`src/rtl/rhd_spi_engine.sv`:
```
// SPI frame engine for RHD headstages: one 16-bit command word per MOSI lane,
// per-MISO delay-compensated capture on SCLK rising (and optionally falling) edges.
module rhd_spi_engine #(
  parameter int NUM_MOSI    = 2,
  parameter int NUM_MISO    = 4,
  parameter int CLK_DIV     = 4,
  parameter int CS_HIGH_CYC = 4
) (
  input  logic                    aclk,
  input  logic                    areset,
  input  logic                    cmd_valid,
  output logic                    cmd_ready,
  input  logic [NUM_MOSI*16-1:0]  cmd_data,
  input  logic [NUM_MISO*4-1:0]   delay,
  input  logic                    ddr_en,
  input  logic [NUM_MISO-1:0]     MISO,
  output logic                    CS,
  output logic                    SCLK,
  output logic [NUM_MOSI-1:0]     MOSI,
  output logic                    res_valid,
  input  logic                    res_ready,
  output logic [NUM_MISO*32-1:0]  res_data,
  output logic                    busy,
  output logic [1:0]              dbg_state
);

  localparam int H     = CLK_DIV / 2;
  localparam int T_CYC = (CS_HIGH_CYC > 15 + CLK_DIV) ? CS_HIGH_CYC : 15 + CLK_DIV;
  localparam int PW    = $clog2(CLK_DIV);
  localparam int TW    = $clog2(T_CYC);
  localparam logic [PW-1:0] PH_LAST = PW'(CLK_DIV - 1);
  localparam logic [PW-1:0] PH_H    = PW'(H);
  localparam logic [TW-1:0] T_LAST  = TW'(T_CYC - 1);

  typedef enum logic [1:0] {IDLE, SHIFT, TAIL, DONE} state_t;

  state_t                 state, state_nxt;
  logic [PW-1:0]          ph;
  logic [3:0]             bit_idx;
  logic [TW-1:0]          tail_cnt;
  logic [15:0]            tx_sh   [NUM_MOSI];
  logic [3:0]             delay_q [NUM_MISO];
  logic                   ddr_q;
  logic [14:0]            rise_hist, fall_hist;
  logic [15:0]            rise_all, fall_all;
  logic                   rise_nom, fall_nom;
  logic [15:0]            rise_sh [NUM_MISO];
  logic [15:0]            fall_sh [NUM_MISO];
  logic [NUM_MISO*32-1:0] cap_word, res_data_r;
  logic                   res_valid_r;
  logic                   accept, shift_last;

  // Both handshakes are strict valid/ready: a transfer happens on a rising edge
  // where valid && ready; a presented result holds valid and data until taken.
  assign accept     = cmd_valid && cmd_ready;
  assign shift_last = (ph == PH_LAST) && (bit_idx == 4'd15);

  assign cmd_ready = (state == IDLE) && !areset;
  assign busy      = (state != IDLE);
  assign CS        = (state != SHIFT);
  assign SCLK      = (state == SHIFT) && (ph >= PH_H);
  assign res_valid = res_valid_r;
  assign res_data  = res_data_r;
  assign dbg_state = state;

  always_comb begin
    for (int i = 0; i < NUM_MOSI; i++) MOSI[i] = tx_sh[i][15];
  end

  // Nominal sample strobes; the final falling sample lands on the first TAIL cycle.
  assign rise_nom = (state == SHIFT) && (ph == PH_H);
  assign fall_nom = ((state == SHIFT) && (ph == '0) && (bit_idx != 4'd0)) ||
                    ((state == TAIL) && (tail_cnt == '0));
  assign rise_all = {rise_hist, rise_nom};
  assign fall_all = {fall_hist, fall_nom};

  always_comb begin
    cap_word = '0;
    for (int m = 0; m < NUM_MISO; m++) begin
      cap_word[32*m +: 16]    = rise_sh[m];
      cap_word[32*m+16 +: 16] = fall_sh[m];
    end
  end

  always_comb begin
    state_nxt = state;
    case (state)
      IDLE:    if (accept) state_nxt = SHIFT;
      SHIFT:   if (shift_last) state_nxt = TAIL;
      TAIL:    if (tail_cnt == T_LAST) state_nxt = DONE;
      DONE:    if (res_valid_r && res_ready) state_nxt = IDLE;
      default: state_nxt = IDLE;
    endcase
  end

  always_ff @(posedge aclk) begin
    if (areset) begin
      state       <= IDLE;
      ph          <= '0;
      bit_idx     <= '0;
      tail_cnt    <= '0;
      ddr_q       <= 1'b0;
      rise_hist   <= '0;
      fall_hist   <= '0;
      res_data_r  <= '0;
      res_valid_r <= 1'b0;
      for (int i = 0; i < NUM_MOSI; i++) tx_sh[i] <= '0;
      for (int m = 0; m < NUM_MISO; m++) begin
        delay_q[m] <= '0;
        rise_sh[m] <= '0;
        fall_sh[m] <= '0;
      end
    end else begin
      state     <= state_nxt;
      rise_hist <= {rise_hist[13:0], rise_nom};
      fall_hist <= {fall_hist[13:0], fall_nom};
      case (state)
        IDLE: begin
          if (accept) begin
            for (int i = 0; i < NUM_MOSI; i++) tx_sh[i] <= cmd_data[16*i +: 16];
            for (int m = 0; m < NUM_MISO; m++) delay_q[m] <= delay[4*m +: 4];
            ddr_q   <= ddr_en;
            ph      <= '0;
            bit_idx <= '0;
          end
        end
        SHIFT: begin
          tail_cnt <= '0;
          if (ph == PH_LAST) begin
            ph <= '0;
            // The last bit is not shifted out so MOSI rests on it between frames.
            if (bit_idx != 4'd15) begin
              bit_idx <= bit_idx + 4'd1;
              for (int i = 0; i < NUM_MOSI; i++) tx_sh[i] <= {tx_sh[i][14:0], 1'b0};
            end
          end else begin
            ph <= ph + PW'(1);
          end
        end
        TAIL: tail_cnt <= tail_cnt + TW'(1);
        DONE: begin
          // First DONE cycle moves the capture words into the output register.
          if (!res_valid_r) begin
            res_valid_r <= 1'b1;
            res_data_r  <= cap_word;
          end else if (res_ready) begin
            res_valid_r <= 1'b0;
          end
        end
        default: ;
      endcase
      for (int m = 0; m < NUM_MISO; m++) begin
        if ((state == IDLE) && accept) begin
          rise_sh[m] <= '0;
          fall_sh[m] <= '0;
        end else if ((state == SHIFT) || (state == TAIL)) begin
          if (rise_all[delay_q[m]]) rise_sh[m] <= {rise_sh[m][14:0], MISO[m]};
          if (ddr_q && fall_all[delay_q[m]]) fall_sh[m] <= {fall_sh[m][14:0], MISO[m]};
        end
      end
    end
  end

endmodule

```
`config.mk`:
```
export PLATFORM = sky130hd
export DESIGN_NAME = rhd_spi_engine
export DESIGN_NICKNAME = d
export VERILOG_FILES = /design/src/rtl/rhd_spi_engine.sv
export SDC_FILE = /design/constraint.sdc
export NUM_CORES = 1
export LEC_CHECK = 0
export CAP_MARGIN = 20
export CORE_UTILIZATION = 30
export CTS_CLUSTER_SIZE = 24
export DETAILED_ROUTE_END_ITERATION = 12
export GPL_ROUTABILITY_DRIVEN = 0
export HOLD_SLACK_MARGIN = 0.15
export PLACE_DENSITY = 0.6
export SLEW_MARGIN = 15
export SYNTH_ARGS = -nofsm -noshare
export SYNTH_HDL_FRONTEND = slang
export SYNTH_SLANG_ARGS = --single-unit
```
`constraint.sdc`:
```
create_clock -name aclk -period 3.1 [get_ports aclk]
set_clock_uncertainty 0.05 [all_clocks]
set_input_delay 0.465 -clock aclk [delete_from_list [all_inputs] [get_ports aclk]]
set_output_delay 0.465 -clock aclk [all_outputs]
set_load 0.02 [all_outputs]
```
== After elaboration in Yosys (flattened, before gate mapping) ==
Memories as Yosys holds them, arrays and structs flattened.
Index checks and enable logic that the tools add are counted.
W data, S select, Z words.
Word-level totals
  register bits after elaboration: 173
  bits in writable memories: 176
  input port bits: 57
  output and inout bits: 137
  word-level logic and storage cells: 199
  memories kept: 4
Operators by class
  $add $sub $neg: 3
  order comparisons: 5
  equality and inequality tests: 15
  mux-type cells: 109
  bitwise gates (word level): 25
  reduce and logical (&&, ||, !) cells: 29
Memory list
  fall_sh: depth 4, width 16, read ports 4, clocked after memory_dff 0, wr ports 4, line 48  | logic [15:0] fall_sh [NUM_MISO];
  rise_sh: depth 4, width 16, read ports 4, clocked after memory_dff 0, wr ports 4, line 47  | logic [15:0] rise_sh [NUM_MISO];
  tx_sh: depth 2, width 16, read ports 2, clocked after memory_dff 0, wr ports 2, line 41  | logic [15:0] tx_sh [NUM_MOSI];
  delay_q: depth 4, width 4, read ports 4, clocked after memory_dff 0, wr ports 4, line 42  | logic [3:0] delay_q [NUM_MISO];
Operator list (count)
  $mux W16: 20
  $mux W1: 64
  $bmux W1 S4: 8
  $mux W4: 7
  $or A1 B1 Y1: 24
  $lt A4 B5 Y1 const B: 4
  $logic_and A1 B1 Y1: 14
  $mux W2: 6
  $ne A2 B2 Y1 const B: 6
  $pmux W5 S2: 1
  $eq A2 B2 Y1 const B: 4
  $pmux W2 S4: 1
  $pmux W4 S2: 1
  $reduce_and A4 Y1: 2
  $reduce_and A2 Y1: 3
  $reduce_bool A2 Y1: 3
  $add A5 B1 Y5 const B: 1
  $eq A5 B5 Y1 const B: 1
  $logic_not A5 Y1: 1
  $add A4 B1 Y4 const B: 1
  $eq A4 B4 Y1 const B: 1
  $logic_not A2 Y1: 2
  $ne A4 B4 Y1 const B: 1
  $pmux W2 S2: 1
  8 further kinds: 9

== Depth between registers and ports, before layout ==
Gate-level depths: netlist of run 1.
  depth after elaboration: 13
  depth in mapped cells: 9
  mapped depth without buffers: 6

== Worst setup path after synthesis of run 1 ==
Ideal clock, no wire load.
  path kind: register to register
  start point: register state[1], in the netlist dbg_state[1]
  end point: memory fall_sh[2][0], enable pin
  setup time: 0.414 ns
  data arrival time: 2.983 ns
  data required time: 2.636 ns
  path slack: -0.347 ns
  stages on the path, launching flop included: 6
  path buffers: 0
  cells stage by stage: dfxtp_1 -> ha_1 -> or4b_1 -> o221ai_1 -> a21oi_4 -> o31ai_1
RTL lines
  from (decl): line 37  | state_t state, state_nxt;
  from (signal assigned): line 114  | state <= state_nxt;
  to (decl): line 48

== Final worst setup path of run 1 ==
  start point: register state[1], in the netlist dbg_state[1]
  end point: output port SCLK
Between the ends
  cells in the longest elaborated chain, start to end: 2
RTL lines
  $eq A2 B1 Y1: line 61  | assign SCLK = (state == SHIFT) && (ph >= PH_H);
  $logic_and A1 B1 Y1: line 61
  to (decl): line 18  | output logic SCLK,
No other way between the ends.

==> results of run 1 <==
## report_power, final
part           internal (mW)  switching [mW]  total (mW)
Sequential              5.26           0.281        5.54
Combinational          0.583           0.914        1.50
Clock                   2.62            1.83        4.45
## layer usage
| layer | GRT usage [%] | vias up |
|---|---|---|
| met1 | 19.00 | 4959 |
| met5 | 0 | - |
| met4 | 4.049 | 0 |
| met3 | 3.346 | 47 |
| li1 | - | 5076 |
| met2 | 22.15 | 221 |
## area by class of cell
cell class | instances | share of cell area, %
clock inverters | 13 | 0.5149
multi-input cells | 869 | 28.84
flip-flops and latches | 349 | 47.37
well taps | 615 | 4.167
repair buffers | 238 | 12.51
clock buffers | 59 | 6.139
inverters | 22 | 0.4472
## layout by cell type, fill, tap and decap left out, drive strengths merged, types with 10 or more instances in the layout
cell / count
mux2: 12
nand2: 330
nor2b: 34
o21ai: 10
a21oi: 144
mux4: 16
edfxtp: 176
buf: 45
clkbuf: 59
nor3: 68
ha: 13
mux2i: 15
a22o: 30
nor2: 28
clkdlybuf4s50: 192
inv: 24
dfxtp: 173
and2: 23
a21boi: 64
## cell families after synthesis
kind of cell             Yosys count
XOR/XNOR                           4
flip-flops                       349
AO/OA/AOI/OAI                    290
adder cells (fa/ha/maj)           13
AND/OR/NAND/NOR                  519
buffers and inverters            118
multiplexers                      43
## per-stage QoR
step / utilization [%] / total power, mW
global route: 38.60 / 11.99
finish: 38.60 / 11.48
detailed placement: 36.00 / 7.138
CTS: 38.60 / 11.65
global placement: 36.00 / 7.105
floorplan: - / 6.558
## worst min-delay path by stage
stage,to
finish,res_data[22]$_SDFFE_PP0P_
CTS,res_data[61]$_SDFFE_PP0P_
detailed placement,res_data[61]$_SDFFE_PP0P_
global route,res_data[114]$_SDFFE_PP0P_
floorplan,rise_hist[11]$_SDFF_PP0_
global placement,res_data[40]$_SDFFE_PP0P_
## worst min-delay path, cell delays in order (launching register included)
cell and delay [ns]:
dfxtp_1 0.31, nand2_1 0.05, a21oi_1 0.05
## registers in the layout, indices dropped and copies added (netlist names)
signal	flops
bit_idx	4
dbg_state	2
ddr_q	1
delay_q	16
fall_hist	15
fall_sh	64
ph	2
res_data	128
res_valid	1
rise_hist	15
rise_sh	64
tail_cnt	5
tx_sh	32
## what timing repair did
action                                 4_1_cts  5_1_grt
setup endpoints to repair                    1        0
endpoints found under the hold margin        4        0
hold buffers                                 1        0
resized for setup                            1        0
==> run_results.csv, run 1 <==
group,metric,value,unit
detailed_routing,vias_per_cell,4.759,
detailed_routing,top_layer_used,"met4",
cells_and_area,antenna_cells,0,
placement,hpwl,23790,µm
hold_path,hold_path.class,"flip-flop to flip-flop",
pwr,p_leak,6.151,nW
critical_path,worstSetupPathType,"flip-flop to output port",
detailed_routing,wl_per_cell,16.04,µm
synthesis,synth-xor-area-share,0.2404,%
global_routing,grt_max_degree,97,
synthesis,synth_largest_area_cell,"edfxtp_1",
critical_path,required,2.58,ns
pwr,p_per_area,621.9,nW/µm²
cells_and_area,fin_cells,2165,
synthesis,synth_enable_flop_cells,176,
cells_and_area,multi_input_area,5326,µm²
synthesis,synth_flop_cell,"edfxtp_1",
pwr,ir_drop,0.4725,mV
cells_and_area,final.fill_count,4709,
detailed_routing,drt-met1-wl,16180,µm
floorplanning,coreArea,47850,µm²
synthesis,synth-seq-cells,349,
sta,setup_slack,0.1717,ns
run_status,status,"complete, no violations",
critical_path,cp_num_buf_inv,3,
synthesis,yosys-top-cells-area,"edfxtp_1 (36%), dfxtp_1 (24%), nand2_1 (8.5%), a21oi_1 (4.7%), a21boi_0 (3.0%)",
clock_network,cts_setup_buffers,0,
clock_network,numCtsBuffers,40,
critical_path,cpMostUsedCell,"inv_1",
synthesis,synthDistinctLibCells,52,
floorplanning,die_h,222.4,µm
clock_network,clkTransAtPathRegs,0.06,ns
critical_path,arrival,2.41,ns
synthesis,yosys.area_share.simple,17.10,%
sta,tightest_slew,1.069,ns
critical_path,rr_endpoint,"fall_sh[2][6]$_SDFFCE_PN0P_",
global_routing,overflow,0,
global_routing,grtUsageTotal,14.01,%
detailed_routing,ant_nets,0,
critical_path,cp_cell_sequence,"inv_1 -> ha_2 -> inv_1 -> nor2_1 -> clkdlybuf4s50_1",
run,drv_cap,0,
placement,post_dp_cell_area,17230,µm²
critical_path,cp_slowest_stage_delay,0.63,ns
sta,finalMaxSlewViolations,0,
hold_path,hold_start,"res_data[22]$_SDFFE_PP0P_",
synthesis,synth-compound-area-share,13.14,%
critical_path,worstSetupEndpoint,"SCLK",
synthesis,yosys_warnings,0,
sta,period_minus_slack,2.928,ns
sta,rsz0062_at_grt,"no",
synthesis,postSynthCellCount,1336,
detailed_routing,drt_iter0_drc,645,
clock_network,cts_tree,"done",
placement,port_buffers,193,
placement,pre_cts_slack,0.1402,ns
detailed_routing,vias,10300,
floorplanning,ios,194,
global_routing,grt_pass1_wl,55680,µm
critical_path,end_kind,"output port",
clock_network,h-tree-depth,2,
critical_path,cp.depth,5,
critical_path,crit_fanout,17,
hold_path,hold_path_depth,2,
detailed_routing,dr_wl_met3,1784,µm
detailed_routing,drtPass1Iterations,5,
critical_path,crit_path_start,"dbg_state[1]$_SDFFE_PP0P_",
synthesis,synth_fp_nets,1406,
critical_path,startpoint_type,"flip-flop",
critical_path,r2r_slack,0.28,ns
critical_path,r2r_cells,7,
synthesis,synth.cell_area,14570,µm²
floorplanning,placementRows,80,
clock_network,clock_path_buffers,3,
critical_path,cp_slowest_cell,"clkdlybuf4s50_1",
clock_network,cts_root_buf,"clkbuf_16",
critical_path,crit_family,"buffers and inverters",
sta,fin_hold_ws,0.4035,ns
critical_path,r2r-start,"dbg_state[1]$_SDFFE_PP0P_",
detailed_routing,routed_wl,34740,µm
sta,setup-violations-final,0,
sta,max_slew_margin,28.75,%
clock_network,cts_num_sinks,349,
detailed_routing,wl_met2,16040,µm
synthesis,synth_top_family_by_area,"simple AND/OR/NAND/NOR gates",
global_routing,first_global_vias,10190,
global_routing,antenna_found_initial,0,
synthesis,synth.area.mux_share,4.585,%
synthesis,synth_top_area_share,36.27,%
cells_and_area,fin_area,18470,µm²
floorplanning,dieArea,49460,µm²
synthesis,syn_area_per_cell,10.91,µm²
sta,hold_viol_final,0,
synthesis,synth.most_common_cell,"nand2_1",
cells_and_area,fin_nets,1590,
detailed_routing,remaining_drc_errors,0,
synthesis,async_reset_ff_share,0,%
clock_network,insertion_delay,0.54,ns
sta,tns,0,ns
cells_and_area,seqCellArea,8748,µm²
synthesis,yosys-top-cells-count,"nand2_1 (330), edfxtp_1 (176), dfxtp_1 (173)",
synthesis,synthAdderAreaFrac,1.116,%
cells_and_area,drive_gt1_share,11.74,%
cells_and_area,area.growth.synth_to_final,26.73,%
synthesis,synth_seq_area_share,60.04,%
sta,fmax,0.3415,GHz
placement,post-place-cells,2092,
floorplanning,initial_core_util,30.46,%
floorplanning,fp.dieW,222.4,µm
sta,period_share,94.46,%
(Power assumes the default switching activity.)
==> run 2: changes to the inputs <==
--- a/config.mk
+++ b/config.mk
@@ -6,12 +6,12 @@
 export NUM_CORES = 1
 export LEC_CHECK = 0
 export CAP_MARGIN = 20
-export CORE_UTILIZATION = 30
+export CORE_UTILIZATION = 50
 export CTS_CLUSTER_SIZE = 24
 export DETAILED_ROUTE_END_ITERATION = 12
 export GPL_ROUTABILITY_DRIVEN = 0
 export HOLD_SLACK_MARGIN = 0.15
-export PLACE_DENSITY = 0.6
+export PLACE_DENSITY = 0.86
 export SLEW_MARGIN = 15
 export SYNTH_ARGS = -nofsm -noshare
 export SYNTH_HDL_FRONTEND = slang
==> run_results.csv, run 2 (synthesized netlist as in run 1, its figures left out) <==
group,metric,value,unit
critical_path,worstSetupPathType,"flip-flop to output port",
run,drv_cap,0,
run_status,status,"complete, no violations",
cells_and_area,final.fill_count,2249,
critical_path,startpoint_type,"flip-flop",
clock_network,post_cts_resize_count,0,
critical_path,crit_path_start,"dbg_state[1]$_SDFFE_PP0P_",
critical_path,arrival,2.26,ns
hold_path,hold_path.class,"primary input to flip-flop",
placement,hpwl,21110,µm
detailed_routing,wl_per_cell,16.55,µm
clock_network,clkTransAtPathRegs,0.06,ns
detailed_routing,routed_wl,31840,µm
global_routing,first_global_vias,10100,
placement,port_buffers,193,
cells_and_area,area.growth.synth_to_final,24.62,%
sta,period_share,89.52,%
global_routing,overflow,0,
clock_network,insertion_delay,0.52,ns
floorplanning,coreArea,28700,µm²
clock_network,cts_setup_buffers,0,
sta,setup-violations-final,0,
clock_network,h-tree-depth,2,
clock_network,clock_path_buffers,3,
sta,fmax,0.3603,GHz
floorplanning,ios,194,
sta,finalMaxSlewViolations,0,
hold_path,hold_start,"areset",
clock_network,cts_num_sinks,349,
cells_and_area,largest_reg_flops,128,
sta,rsz0062_at_grt,"no",
floorplanning,die_h,172.7,µm
global_routing,grt_max_degree,129,
critical_path,crit_fanout,16,
floorplanning,placementRows,62,
sta,max_slew_margin,33.74,%
global_routing,grt_pass1_wl,51800,µm
global_routing,antenna_found_initial,1,
detailed_routing,remaining_drc_errors,0,
cells_and_area,fin_nets,1580,
detailed_routing,drtPass1Iterations,5,
critical_path,end_kind,"output port",
critical_path,required,2.58,ns
sta,tightest_slew,0.9939,ns
clock_network,cts_hold_buf,0,
pwr,ir_drop,0.2878,mV
cells_and_area,final_cell_mix,"nand2_1 (330), clkdlybuf4s50_1 (192), edfxtp_1 (176), dfxtp_1 (173), a21oi_1 (136)",
clock_network,cts_tree,"done",
floorplanning,initial_core_util,50.77,%
clock_network,numCtsBuffers,36,
global_routing,grtUsageTotal,21.07,%
detailed_routing,drt_iter0_drc,988,
cells_and_area,drive_gt1_share,11.51,%
floorplanning,fp.dieW,172.7,µm
floorplanning,dieArea,29830,µm²
pwr,p_leak,6.143,nW
clock_network,cts_root_buf,"clkbuf_16",
detailed_routing,ant_nets,0,
sta,period_minus_slack,2.775,ns
placement,pre_cts_slack,0.5332,ns
detailed_routing,vias_per_cell,5.495,
critical_path,r2r-start,"dbg_state[0]$_SDFFE_PP0P_",
sta,fin_hold_ws,0.1902,ns
cells_and_area,final_common_cell,"nand2_1",
sta,setup_slack,0.3249,ns
pwr,report.power.total,11.45,mW
pwr,p_per_area,630.6,nW/µm²
detailed_routing,vias,10570,
sta,hold_viol_final,0,
## run 2: cell count changes in the layout (fill, tap and decap cells not counted), sizes merged
cell and delta:
clkinvlp -1, inv -1, buf -5, bufinv +1, dlygate4sd3 -1, diode +1, clkinv -3, clkbuf -2
## run 2: critical path, stage by stage, from the launching register on
cell	delay (ns)
dfxtp_1	0.36
inv_1	0.12
ha_1	0.18
buf_4	0.21
inv_1	0.12
nor2_1	0.12
clkdlybuf4s50_1	0.62
## run 2: final cells by class
class / count / area (µm²) / share of cell area (%)
sequential: 349 / 8748 / 48.18
multi-input combinational: 869 / 5321 / 29.30
timing repair buffer: 232 / 2263 / 12.46
clock buffer: 57 / 1150 / 6.332
tap: 384 / 480.5 / 2.646
clock inverter: 9 / 110.1 / 0.6064
inverter: 22 / 82.58 / 0.4548
antenna: 1 / 2.502 / 0.01378
## run 2: where the power goes
group / switching [mW] / internal (mW)
clock: 1.72 / 2.73
sequential: 0.287 / 5.26
combinational: 0.883 / 0.575
## run 2: path summary, 6_finish.rpt
check                                      to  slack, ns  depth (start not counted)
hold / removal             ph[0]$_SDFFE_PP0P_       0.19                          2
setup reg to reg  fall_sh[3][2]$_SDFFCE_PN0P_       0.46                          7
setup / recovery                         SCLK       0.32                          6
hold reg to reg     res_data[69]$_SDFFE_PP0P_       0.40                          2
## run 2: stage by stage
| stage | util, % | instance area, µm² | instances | TNS, ns |
|---|---|---|---|---|
| 2_1_floorplan | - | 14570 | 1336 | -22.12 |
| 3_3_place_gp | 58.87 | 16900 | 1856 | 0 |
| 3_5_place_dp | 58.87 | 16900 | 1856 | 0 |
| 4_1_cts | 63.26 | 18160 | 1922 | 0 |
| 5_1_grt | 63.27 | 18160 | 1923 | 0 |
| 6_report | 63.27 | 18160 | 1923 | 0 |
## run 2: metal layers
layer | GRT usage, % | routed length, µm | up-vias
met5 | 0 | 0 | -
met4 | 6.711 | 825 | 0
met3 | 3.562 | 2077 | 59
met2 | 35.27 | 15570 | 378
met1 | 27.95 | 13360 | 5081
li1 | - | - | 5048
==> run 3: changes to the inputs <==
--- a/config.mk
+++ b/config.mk
@@ -11,7 +11,8 @@
 export DETAILED_ROUTE_END_ITERATION = 12
 export GPL_ROUTABILITY_DRIVEN = 0
 export HOLD_SLACK_MARGIN = 0.15
-export PLACE_DENSITY = 0.86
+export PLACE_DENSITY = 0.76
+export RECOVER_POWER = 50
 export SLEW_MARGIN = 15
 export SYNTH_ARGS = -nofsm -noshare
 export SYNTH_HDL_FRONTEND = slang
==> run_results.csv, run 3 (synthesized netlist as in run 1, its figures left out) <==
group,metric,value,unit
pwr,p_leak,6.552,nW
global_routing,grt_max_degree,103,
sta,max_slew_margin,17.67,%
critical_path,arrival,2.28,ns
sta,rsz0062_at_grt,"no",
floorplanning,initial_core_util,50.77,%
critical_path,r2r_cells,7,
global_routing,first_global_vias,9851,
cells_and_area,fin_nets,1583,
pwr,ir_drop,0.4257,mV
detailed_routing,routed_wl,30800,µm
critical_path,required,2.58,ns
placement,port_buffers,193,
floorplanning,placementRows,62,
global_routing,top_usage_layer,"met2",
cells_and_area,utilization,63.03,%
sta,period_minus_slack,2.791,ns
cells_and_area,largest_reg_flops,128,
floorplanning,fp.dieW,172.7,µm
run_status,status,"complete, no violations",
sta,setup-violations-final,0,
global_routing,grt_pass1_wl,50300,µm
sta,period_share,90.03,%
critical_path,crit_fanout,17,
cells_and_area,final.fill_count,2231,
critical_path,end_kind,"output port",
clock_network,clkTransAtPathRegs,0.06,ns
clock_network,cts_root_buf,"clkbuf_16",
critical_path,worstSetupPathType,"flip-flop to output port",
global_routing,globalRouteMet1Util,28.42,%
cells_and_area,seqCellArea,8748,µm²
cells_and_area,antenna_cells,0,
global_routing,grt_use_met3,3.540,%
floorplanning,ios,194,
detailed_routing,remaining_drc_errors,0,
critical_path,crit_path_start,"dbg_state[1]$_SDFFE_PP0P_",
global_routing,overflow,0,
cells_and_area,multi_input_area,5324,µm²
global_routing,antenna_found_initial,0,
hold_path,hold_path.class,"flip-flop to flip-flop",
sta,fmax,0.3583,GHz
cells_and_area,area.growth.synth_to_final,24.15,%
cells_and_area,final_cell_mix,"nand2_1 (330), edfxtp_1 (176), dfxtp_1 (173), a21oi_1 (136), dlygate4sd3_1 (134)",
cells_and_area,drive_gt1_share,10.77,%
run,drv_cap,0,
critical_path,rr_endpoint,"fall_sh[0][15]$_SDFFCE_PN0P_",
placement,hpwl,20730,µm
detailed_routing,wl_per_cell,16.00,µm
global_routing,grtUsageTotal,20.42,%
pwr,p_per_area,621.2,nW/µm²
detailed_routing,drtPass1Iterations,5,
clock_network,numCtsBuffers,37,
floorplanning,die_h,172.7,µm
floorplanning,coreArea,28700,µm²
critical_path,worstSetupEndpoint,"SCLK",
detailed_routing,drt_iter0_drc,839,
sta,tightest_slew,1.235,ns
sta,tns,0,ns
clock_network,h-tree-depth,2,
hold_path,hold_start,"res_data[82]$_SDFFE_PP0P_",
critical_path,r2r-start,"dbg_state[0]$_SDFFE_PP0P_",
clock_network,insertion_delay,0.52,ns
clock_network,cts_num_sinks,349,
clock_network,cts_tree,"done",
critical_path,r2r_slack,0.52,ns
detailed_routing,ant_nets,0,
cells_and_area,final_common_cell,"nand2_1",
sta,finalMaxSlewViolations,0,
global_routing,grtUsageMet2,33.17,%
detailed_routing,vias,10320,
detailed_routing,vias_per_cell,5.363,
floorplanning,dieArea,29830,µm²
critical_path,startpoint_type,"flip-flop",
sta,hold_viol_final,0,
clock_network,clock_path_buffers,3,
==> run 3: metrics by stage <==
step | setup WS [ns] | hold slack [ns] | area (µm²) | power (mW) | std cells
after global placement | 0.5257 | 0.3926 | 16920 | 7.048 | 1857
after floorplan | -0.3473 | 0.4206 | 14570 | 6.558 | 1336
after detailed placement | 0.4948 | 0.3966 | 16920 | 7.083 | 1857
final | 0.3089 | 0.3983 | 18090 | 11.24 | 1925
after CTS | 0.1112 | 0.4049 | 18100 | 11.36 | 1925
after global routing | 0.1877 | 0.4211 | 18090 | 11.65 | 1925
==> run 3: final cells by class <==
type                    instances  share of cell area (%)
inverters                      22                  0.4565
well taps                     384                   2.656
repair buffers                234                   12.59
clock buffers                  53                   5.678
clock inverters                14                  0.8368
multi-input cells             869                   29.43
flip-flops and latches        349                   48.36
==> run 3: timing repair <==
item | in CTS | in global routing
endpoints found under the hold margin | 4 | 0
gates resized for setup | 0 | 1
hold buffers | 1 | 0
endpoints found under the setup margin | 0 | 1
buffers inserted | 0 | 0
==> run 3: worst min path at each step <==
| stage | to | slack [ns] | depth (start not counted) |
|---|---|---|---|
| 2_1_floorplan | rise_hist[11]$_SDFF_PP0_ | 0.42 | 1 |
| 3_3_place_gp | res_data[32]$_SDFFE_PP0P_ | 0.39 | 2 |
| 3_5_place_dp | res_data[28]$_SDFFE_PP0P_ | 0.40 | 2 |
| 4_1_cts | res_data[28]$_SDFFE_PP0P_ | 0.40 | 2 |
| 5_1_grt | res_data[57]$_SDFFE_PP0P_ | 0.42 | 2 |
| 6_report | res_data[82]$_SDFFE_PP0P_ | 0.40 | 2 |
==> run 3: routing by layer <==
layer  vias to the layer above  wire [µm]
met5                         -          0
met3                        42       1651
met1                      4944      13770
li1                       5062          -
met4                         0        571
met2                       275      14800
==> run 3: power by group <==
part	leakage, nW	switching [mW]	internal [mW]
Clock	0.570	1.71	2.56
Combinational	2.72	0.876	0.555
Sequential	3.26	0.282	5.26
==> run 3: worst max-delay path, cell delays in order (launching register included) <==
cell	delay (ns)
dfxtp_1	0.35
inv_1	0.12
ha_2	0.40
inv_1	0.17
nor2_1	0.12
clkdlybuf4s50_1	0.61
